## src/rtl/uart_pkg.sv

```systemverilog
// Shared UART definitions: receiver FSM encoding, data width, baud tick math
// and the 2-of-3 majority vote used to decide each bit value.
package uart_pkg;

   localparam int DATA_W = 8;

   typedef enum logic [2:0] {
      IDLE,
      START,
      DATA,
      STOP,
      BREAK
   } rx_state_e;

   function automatic int tick_div(input int clock_freq, input int baud_rate, input int oversample);
      return clock_freq / (baud_rate * oversample);
   endfunction

   function automatic logic maj3(input logic a, input logic b, input logic c);
      return (a & b) | (a & c) | (b & c);
   endfunction

endpackage

```

## src/rtl/uart_baud_tick.sv

```systemverilog
// Oversample tick generator: one-clk pulse every TICK_DIV clks. A synchronous
// restart zeroes the count so the tick phase can be aligned to a start edge.
module uart_baud_tick #(
   parameter int TICK_DIV = 54
) (
   input  logic clk,
   input  logic rst_n,
   input  logic restart,
   output logic tick
);

   localparam int CW = (TICK_DIV > 1) ? $clog2(TICK_DIV) : 1;
   localparam logic [CW-1:0] CNT_LAST = CW'(TICK_DIV - 1);

   logic [CW-1:0] cnt_q, cnt_d;

   always_comb begin
      tick  = 1'b0;
      cnt_d = cnt_q + CW'(1);
      if (restart) begin
         cnt_d = '0;
      end else if (cnt_q == CNT_LAST) begin
         tick  = 1'b1;
         cnt_d = '0;
      end
   end

   always_ff @(posedge clk or negedge rst_n) begin
      if (!rst_n) begin
         cnt_q <= '0;
      end else begin
         cnt_q <= cnt_d;
      end
   end

endmodule

```

## src/rtl/uart_frame_receiver.sv

```systemverilog
// 8N1 UART receiver: 2-flop synchronizer, oversampled majority-vote FSM and a
// 1-entry ready/valid output buffer with framing-error and overrun pulses.
module uart_frame_receiver #(
   parameter int CLOCK_FREQ = 100_000_000,
   parameter int BAUD_RATE  = 115_200,
   parameter int OVERSAMPLE = 16
) (
   input  logic       clk,
   input  logic       rst_n,
   input  logic       serial_in,
   output logic [7:0] data_out,
   output logic       data_out_valid,
   input  logic       data_out_ready,
   output logic       frame_error,
   output logic       overrun
);
   import uart_pkg::*;

   localparam int TICK_DIV = tick_div(CLOCK_FREQ, BAUD_RATE, OVERSAMPLE);
   localparam int SW       = $clog2(OVERSAMPLE);
   localparam logic [SW-1:0] S_LAST = SW'(OVERSAMPLE - 1);
   localparam logic [SW-1:0] S_A    = SW'(OVERSAMPLE / 2 - 1);
   localparam logic [SW-1:0] S_B    = SW'(OVERSAMPLE / 2);
   localparam logic [SW-1:0] S_C    = SW'(OVERSAMPLE / 2 + 1);
   localparam logic [2:0]    IDX_LAST = 3'(DATA_W - 1);

   logic              rx_meta_q, rx_sync_q;
   rx_state_e         state_q, state_d;
   logic [SW-1:0]     s_q, s_d, s_next;
   logic [2:0]        bit_idx_q, bit_idx_d;
   logic [DATA_W-1:0] shift_q, shift_d;
   logic [1:0]        vote_q, vote_d;
   logic [DATA_W-1:0] data_out_q, data_out_d;
   logic              valid_q, valid_d;
   logic              frame_error_q, frame_error_d;
   logic              overrun_q, overrun_d;
   logic              tick, restart, complete, vote;

   uart_baud_tick #(.TICK_DIV(TICK_DIV)) u_tick (
      .clk     (clk),
      .rst_n   (rst_n),
      .restart (restart),
      .tick    (tick)
   );

   always_comb begin
      state_d       = state_q;
      s_d           = s_q;
      bit_idx_d     = bit_idx_q;
      shift_d       = shift_q;
      vote_d        = vote_q;
      data_out_d    = data_out_q;
      valid_d       = valid_q;
      frame_error_d = 1'b0;
      overrun_d     = 1'b0;
      restart       = 1'b0;
      complete      = 1'b0;
      s_next        = (s_q == S_LAST) ? '0 : s_q + SW'(1);
      vote          = maj3(vote_q[1], vote_q[0], rx_sync_q);

      case (state_q)
         IDLE: begin
            if (!rx_sync_q) begin
               state_d = START;
               s_d     = '0;
               restart = 1'b1;
            end
         end
         BREAK: begin
            if (rx_sync_q) state_d = IDLE;
         end
         default: begin
            if (tick) begin
               s_d = s_next;
               if (s_next == S_A) vote_d[1] = rx_sync_q;
               if (s_next == S_B) vote_d[0] = rx_sync_q;
               // Third vote sample is the live rx; the bit decision is made here.
               if (s_next == S_C) begin
                  case (state_q)
                     START: if (vote) state_d = IDLE;
                     DATA:  shift_d[bit_idx_q] = vote;
                     STOP: begin
                        if (vote) begin
                           complete = 1'b1;
                           state_d  = IDLE;
                        end else begin
                           frame_error_d = 1'b1;
                           state_d       = BREAK;
                        end
                     end
                     default: ;
                  endcase
               end
               if (s_q == S_LAST) begin
                  case (state_q)
                     START: begin
                        state_d   = DATA;
                        bit_idx_d = '0;
                     end
                     DATA: begin
                        if (bit_idx_q == IDX_LAST) state_d = STOP;
                        else bit_idx_d = bit_idx_q + 3'd1;
                     end
                     default: ;
                  endcase
               end
            end
         end
      endcase

      // A pop in the completion cycle frees the slot for the new byte.
      if (complete) begin
         if (!valid_q || data_out_ready) begin
            data_out_d = shift_q;
            valid_d    = 1'b1;
         end else begin
            overrun_d = 1'b1;
         end
      end else if (valid_q && data_out_ready) begin
         valid_d = 1'b0;
      end
   end

   always_ff @(posedge clk or negedge rst_n) begin
      if (!rst_n) begin
         rx_meta_q     <= 1'b1;
         rx_sync_q     <= 1'b1;
         state_q       <= IDLE;
         s_q           <= '0;
         bit_idx_q     <= '0;
         shift_q       <= '0;
         vote_q        <= '0;
         data_out_q    <= '0;
         valid_q       <= 1'b0;
         frame_error_q <= 1'b0;
         overrun_q     <= 1'b0;
      end else begin
         rx_meta_q     <= serial_in;
         rx_sync_q     <= rx_meta_q;
         state_q       <= state_d;
         s_q           <= s_d;
         bit_idx_q     <= bit_idx_d;
         shift_q       <= shift_d;
         vote_q        <= vote_d;
         data_out_q    <= data_out_d;
         valid_q       <= valid_d;
         frame_error_q <= frame_error_d;
         overrun_q     <= overrun_d;
      end
   end

   assign data_out       = data_out_q;
   assign data_out_valid = valid_q;
   assign frame_error    = frame_error_q;
   assign overrun        = overrun_q;

endmodule

```

## config.mk

```make
export PLATFORM = sky130hd
export DESIGN_NAME = uart_frame_receiver
export DESIGN_NICKNAME = d
export VERILOG_FILES = /design/src/rtl/uart_pkg.sv /design/src/rtl/uart_baud_tick.sv /design/src/rtl/uart_frame_receiver.sv
export SDC_FILE = /design/constraint.sdc
export NUM_CORES = 1
export LEC_CHECK = 0
export CAP_MARGIN = 20
export CORE_MARGIN = 2
export CORE_UTILIZATION = 51
export DETAILED_ROUTE_END_ITERATION = 16
export PLACE_DENSITY = 0.79
export SLEW_MARGIN = 20
export SYNTH_ARGS = -nofsm -noshare
export SYNTH_HDL_FRONTEND = slang
export SYNTH_SLANG_ARGS = --single-unit
```

## constraint.sdc

```tcl
create_clock -name clk -period 1.8 [get_ports clk]
set_input_delay 0.54 -clock clk [delete_from_list [all_inputs] [get_ports clk]]
set_output_delay 0.54 -clock clk [all_outputs]
set_load 0.02 [all_outputs]
```

# --- Word-level counts from Yosys, hierarchy flattened ---
# Cells that the tools add are included.
totals:
  out_inout_bits: 11
  input_bits: 4
  reg_bits: 39
  elab_cells: 98
op_classes:
  n_lt_le_gt_ge: 2
  n_mux: 41
  n_eq_ne: 14
  reduce_logical: 18
  bitwise: 7
  add_sub_neg: 3
ops:
  columns: ["op", "n"]
  rows:
  - ["$mux W3", 9]
  - ["$pmux W3 S2", 4]
  - ["$mux W1", 20]
  - ["$eq A4 B4 Y1 const B", 3]
  - ["$mux W4", 3]
  - ["$mux W6", 2]
  - ["$reduce_and A3 Y1", 4]
  - ["$bwmux W8", 1]
  - ["$pmux W4 S2", 1]
  - ["$add A6 B1 Y6 const B", 1]
  - ["$eq A3 B2 Y1 const B", 2]
  - ["$eq A3 B3 Y1 const B", 2]
  - ["$eq A6 B6 Y1 const B", 1]
  - ["$ne A2 B2 Y1 const B", 3]
  - ["$reduce_bool A2 Y1", 3]
  - ["$reduce_and A5 Y1", 1]
  - ["$add A4 B1 Y4 const B", 1]
  - ["$eq A4 B3 Y1 const B", 1]
  - ["$lt A3 B4 Y1 const B", 1]
  - ["$reduce_and A2 Y1", 2]
  - ["$reduce_and A4 Y1", 1]
  - ["$add A3 B1 Y3 const B", 1]
  - ["$and A1 B1 Y1", 3]
  - ["$demux W1 S3", 1]
  - ["other kinds (11)", 14]

# --- Depth between registers and ports, before layout ---
# Gate-level depths: netlist (run 1).
depth:
  ltp_word: 11
  depth_mapped: 7
  ltp_nobuf: 6

# --- Hierarchy ---
# Synthesis (run 1) repeated with hierarchy kept, for this count alone.
unflattened:
  cells_unflattened: 173
  area_unflattened_um2: 1986.9
by_module_without_submodules:
  columns: ["mod", "seq_area_each_um2", "instances", "cells_each", "area_each_um2"]
  rows:
  - ["uart_frame_receiver", 828.3, 1, 146, 1694.1]
  - ["uart_baud_tick", 150.1, 1, 27, 292.8]

# --- Worst setup path after synthesis (run 1) ---
# Ideal clock, no wire load.
synth_timing:
  kind: "flip-flop to flip-flop"
  start: "reg u_tick.cnt_q[1]"
  end: "reg vote_q[0]"
  t_required_ns: 1.672
  t_arrival_ns: 1.741
  synth_period_minus_slack_ns: 1.868
  path_stages_with_launch: 7
  setup_ns: 0.128
  path_slack_ns: -0.068
  path_buffers: 0
  cell_sequence: "dfrtp_1 inv_1 ha_1 nand4_2 or3_1 a2111oi_2 mux2_1"
synth_between:
  elab_chain_cells: 4
synth_rtl:
  columns: ["item", "line_no", "text"]
  rows:
  - ["start: declaration", "uart_baud_tick.sv:15", "logic [CW-1:0] cnt_q, cnt_d;"]
  - ["start signal: assignment", "uart_baud_tick.sv:32", "cnt_q <= cnt_d;"]
  - ["$eq A6 B6 Y1", "uart_baud_tick.sv:22", "end else if (cnt_q == CNT_LAST) begin"]
  - ["$mux W1", "uart_baud_tick.sv:22", null]
  - ["$mux W1", "uart_baud_tick.sv:20", "if (restart) begin"]
  - ["$reduce_and A3 Y1 (no line)", null, null]
  - ["end signal: assignment", "uart_frame_receiver.sv:144", "vote_q <= vote_d;"]
  - ["end: declaration", "uart_frame_receiver.sv:32", "logic [1:0] vote_q, vote_d;"]
# Every way passes these cells.
# A chain may end at the register's enable or synchronous reset.

# --- Worst setup path in the final report (run 1) ---
layout_timing:
  start: "reg u_tick.cnt_q[1]"
  end: "reg bit_idx_q[0]"
layout_between:
  elab_chain_cells: 4
layout_rtl:
  columns: ["item", "line_no", "text"]
  rows:
  - ["$eq A6 B6 Y1", "uart_baud_tick.sv:22", null]
  - ["$mux W1", "uart_baud_tick.sv:22", null]
  - ["$mux W1", "uart_baud_tick.sv:20", null]
  - ["$reduce_and A5 Y1 (no line)", null, null]
  - ["end signal: assignment", "uart_frame_receiver.sv:142", "bit_idx_q <= bit_idx_d;"]
  - ["end: declaration", "uart_frame_receiver.sv:30", "logic [2:0] bit_idx_q, bit_idx_d;"]
# Every way passes these cells.

==> impl_metrics.py, run 1 <==
metrics = {
    "die": {
        "initial_core_util": 0.530,
        "coreArea_sq_mm": 0.00363,
        "io_pins": 15,
        "die_area_sq_mm": 0.00428,
        "rows": 22,
        "die_height_um": 65.4,
        "die_x_um": 65.4,
    },
    "finish": {
        "nets": 229,
        "final_cell_mix": "dfrtp_1, buf_4, mux2_2",
        "nFillCells": 262,
        "drive_gt1_frac": 0.339,
        "postLayoutCellArea_sq_mm": 0.00252,
        "syn2layout_area_growth_pct": 31.1,
        "diodes": 0,
        "final_core_util": 0.695,
        "layout_commonest_cell": "dfrtp_1",
    },
    "power_and_ir_drop": {
        "pwr-share-clk": 0.386,
        "p_int_w": 0.00116,
        "switching_share": 0.219,
        "power.density_mw_per_mm2": 589,
        "p_leak_nw": 1.24,
        "vdd_ir_drop_max_mv": 0.467,
        "pwr-share-seq": 0.594,
        "p_sw_w": 0.000325,
        "combPwrFrac": 0.020,
    },
    "timing": {
        "tightestPinTransition_ps": 438,
        "min_period_ps": 1800,
        "min_period_over_period": 0.998,
        "finClkSkew_ps": 9.71,
        "fmax_ghz": 0.557,
        "finalSetupViolCount": 0,
        "slew_headroom": 0.706,
        "maxSlewViolCount": 0,
        "rsz0062_at_grt": "true",
        "tns_ps": 0,
        "hold_viol": 0,
    },
    "clocking": {
        "cts_num_sinks": 39,
        "numCtsBuffers": 5,
        "cts_tree": "yes",
        "cts-root-buf": "clkbuf_8",
        "clkLatencyLatePin_ps": 300,
        "clk_path_buf_depth": 2,
        "clkTransAtPathRegs_ps": 70,
        "htreeDepth": 2,
    },
    "synth": {
        "syn_nets": 188,
        "ys_warn_count": 0,
        "ys.flop_type": "dfrtp_1",
        "syn_inst": 176,
        "synth_cell_types": 42,
        "ys_ff_latch": 39,
        "ys_async_sr_fraction": 1.00,
        "synth_edf_count": 0,
        "synth_area_per_cell_sq_um": 10.9,
        "netlist_area_sq_mm": 0.00192,
        "synth_seq_area_share": 0.508,
    },
    "placed_design": {
        "place_congestion": 0.804,
        "dp_hpwl_um": 2950,
        "portBuffers": 14,
        "placed_area_sq_mm": 0.00231,
    },
    "setup_path": {
        "slowest_delay_ps": 400,
        "end_kind": "flip-flop",
        "cp.arrival_ps": 1970,
        "slowest_stage": "dfrtp_1",
        "cp-start-kind": "flip-flop",
        "path_cells": "inv_2, ha_4, nand4_4, buf_6, nor3_4, buf_6, o211ai_1, mux2_2",
        "path_buf_inv": 3,
        "path_class": "reg2reg",
        "required_ps": 1980,
        "path_delay_family": "flip-flops",
        "cp_common_cell": "buf_6",
        "critPathMaxFanout": 6,
    },
    "flow_run": {
        "cap_violations": 0,
    },
    "grt": {
        "gr-usage-all-layers": 0.219,
        "overflow": 0,
        "grt_pass1_vias": 1516,
        "grt_pass1_wl_um": 7030,
        "grt_max_degree": 25,
        "antenna_found_initial": 0,
    },
    "detailed_routing": {
        "postRouteWirelength_um": 4330,
        "wire_per_inst_um": 16.3,
        "viasPerCell": 5.77,
        "drc_errors": 0,
        "drtPass1Iterations": 4,
        "drt_iter0_markers": 119,
        "ant_nets": 0,
        "num_vias": 1536,
    },
    "worst_hold_path": {
        "hp-class": "in2async",
    },
    "outcome": {
        "status": "finished, final reports clean",
    },
}
area by class of cell:
class	instances	area, sq um	share of cell area
well taps	48	60.1	0.0238
repair buffers	42	393	0.156
clock inverters	2	12.5	0.00496
inverters	8	30.0	0.0119
multi-input cells	121	977	0.387
flip-flops and latches	39	978	0.388
clock buffers	6	72.6	0.0288
worst paths after layout:
path | from | end | slack [ps] | depth (start not counted)
max | u_tick.cnt_q[1]$_DFF_PN0_ | bit_idx_q[0]$_DFFE_PN0P_ | 4 | 8
min | rst_n | s_q[0]$_DFFE_PN0P_ | 150 | 1
max reg2reg | u_tick.cnt_q[1]$_DFF_PN0_ | bit_idx_q[0]$_DFFE_PN0P_ | 4 | 8
min reg2reg | rx_meta_q$_DFF_PN1_ | rx_sync_q$_DFF_PN1_ | 360 | 0
max in group asynchronous | rst_n | data_out[4]$_DFFE_PN0P_ | 1200 | 2
min in group clk | rx_meta_q$_DFF_PN1_ | rx_sync_q$_DFF_PN1_ | 360 | 0
layer usage:
layer  up-vias  track usage  share of wire
met5         -            0              0
met4         0       0.0911          0.013
met3         6       0.0685          0.055
met2        43        0.365           0.53
met1       775        0.264           0.40
li1        712            -              -
registers in the layout, indices dropped and copies added (netlist names):
register and cells:
shift_q 8, overrun 1, rx_meta_q 1, data_out_valid 1, s_q 4, state_q 3, frame_error 1, data_out 8
rx_sync_q 1, u_tick.cnt_q 6, vote_q 2, bit_idx_q 3
repair_timing:
item                                    in CTS  in global routing
setup buffers                                1                  4
resized for setup                           10                 20
cloned                                       1                  1
endpoints found under the setup margin      10                 27
hold buffers                                 0                  0
pin swaps                                    0                  7
kinds of logic (layout without fill, tap and decap cells):
group | count (synthesis) | after routing | share of synthesized area
xor gates and xnor gates | 6 | 6 | 0.0273
and+or+nand+nor | 63 | 63 | 0.175
AOI/OAI and AO/OA | 24 | 24 | 0.0891
buffers and inverters | 16 | 58 | 0.0319
DFF | 39 | 39 | 0.508
adders and majority gates | 9 | 9 | 0.0572
muxes | 19 | 19 | 0.111
cells in the mapped netlist (all sizes together) (2+ instances only):
| master | number | share of area |
|---|---|---|
| dfstp | 2 | 0.027 |
| a22o | 4 | 0.018 |
| xnor2 | 3 | 0.014 |
| o21ai | 7 | 0.018 |
| or3 | 2 | 0.0065 |
| ha | 8 | 0.052 |
| mux2 | 19 | 0.11 |
| clkbuf | 7 | 0.014 |
| nor2 | 15 | 0.029 |
| xor2 | 3 | 0.014 |
| a21oi | 4 | 0.010 |
| nor3 | 7 | 0.018 |
| dfrtp | 37 | 0.48 |
| nand2b | 2 | 0.0065 |
| inv | 8 | 0.016 |
| nand2 | 8 | 0.016 |
| nor4 | 4 | 0.013 |
| and3 | 3 | 0.010 |
| nand3 | 11 | 0.029 |
| nand4 | 5 | 0.020 |
per-stage QoR:
step / worst slack [ps] / hold slack (ps) / cells / power, W
detailed placement: -43.0 / 349 / 251 / 0.000930
CTS: 0.104 / 159 / 261 / 0.00151
floorplan: -8.29 / 244 / 176 / 0.000901
global route: -69.9 / 166 / 266 / 0.00154
finish: 4.31 / 153 / 266 / 0.00149
global placement: -30.7 / 347 / 251 / 0.000928
power groups by stage:
stage	logic (W)	clock network, W	registers [W]
after floorplan	0.00000194	0	0.000899
after global placement	0.0000290	0	0.000899
after detailed placement	0.0000309	0	0.000900
after CTS	0.0000309	0.000595	0.000882
after global routing	0.0000332	0.000629	0.000883
final	0.0000290	0.000574	0.000883
No activity file was read; power rests on OpenSTA's default activity.
==> run 2, diff against run 1 <==
--- a/config.mk
+++ b/config.mk
@@ -8,6 +8,7 @@
 export CAP_MARGIN = 20
 export CORE_MARGIN = 2
 export CORE_UTILIZATION = 51
+export CTS_CLUSTER_DIAMETER = 60
 export DETAILED_ROUTE_END_ITERATION = 16
 export PLACE_DENSITY = 0.79
 export SLEW_MARGIN = 20
==> results of run 2 <==
Final layout, timing and power as in run 1 (identical DEF).
==> run 3, diff against run 2 <==
--- a/config.mk
+++ b/config.mk
@@ -5,10 +5,11 @@
 export SDC_FILE = /design/constraint.sdc
 export NUM_CORES = 1
 export LEC_CHECK = 0
-export CAP_MARGIN = 20
+export CAP_MARGIN = 40
 export CORE_MARGIN = 2
 export CORE_UTILIZATION = 51
 export CTS_CLUSTER_DIAMETER = 60
+export CTS_CLUSTER_SIZE = 14
 export DETAILED_ROUTE_END_ITERATION = 16
 export PLACE_DENSITY = 0.79
 export SLEW_MARGIN = 20
==> results of run 3 <==
Final layout, timing and power as in run 1 (identical DEF).
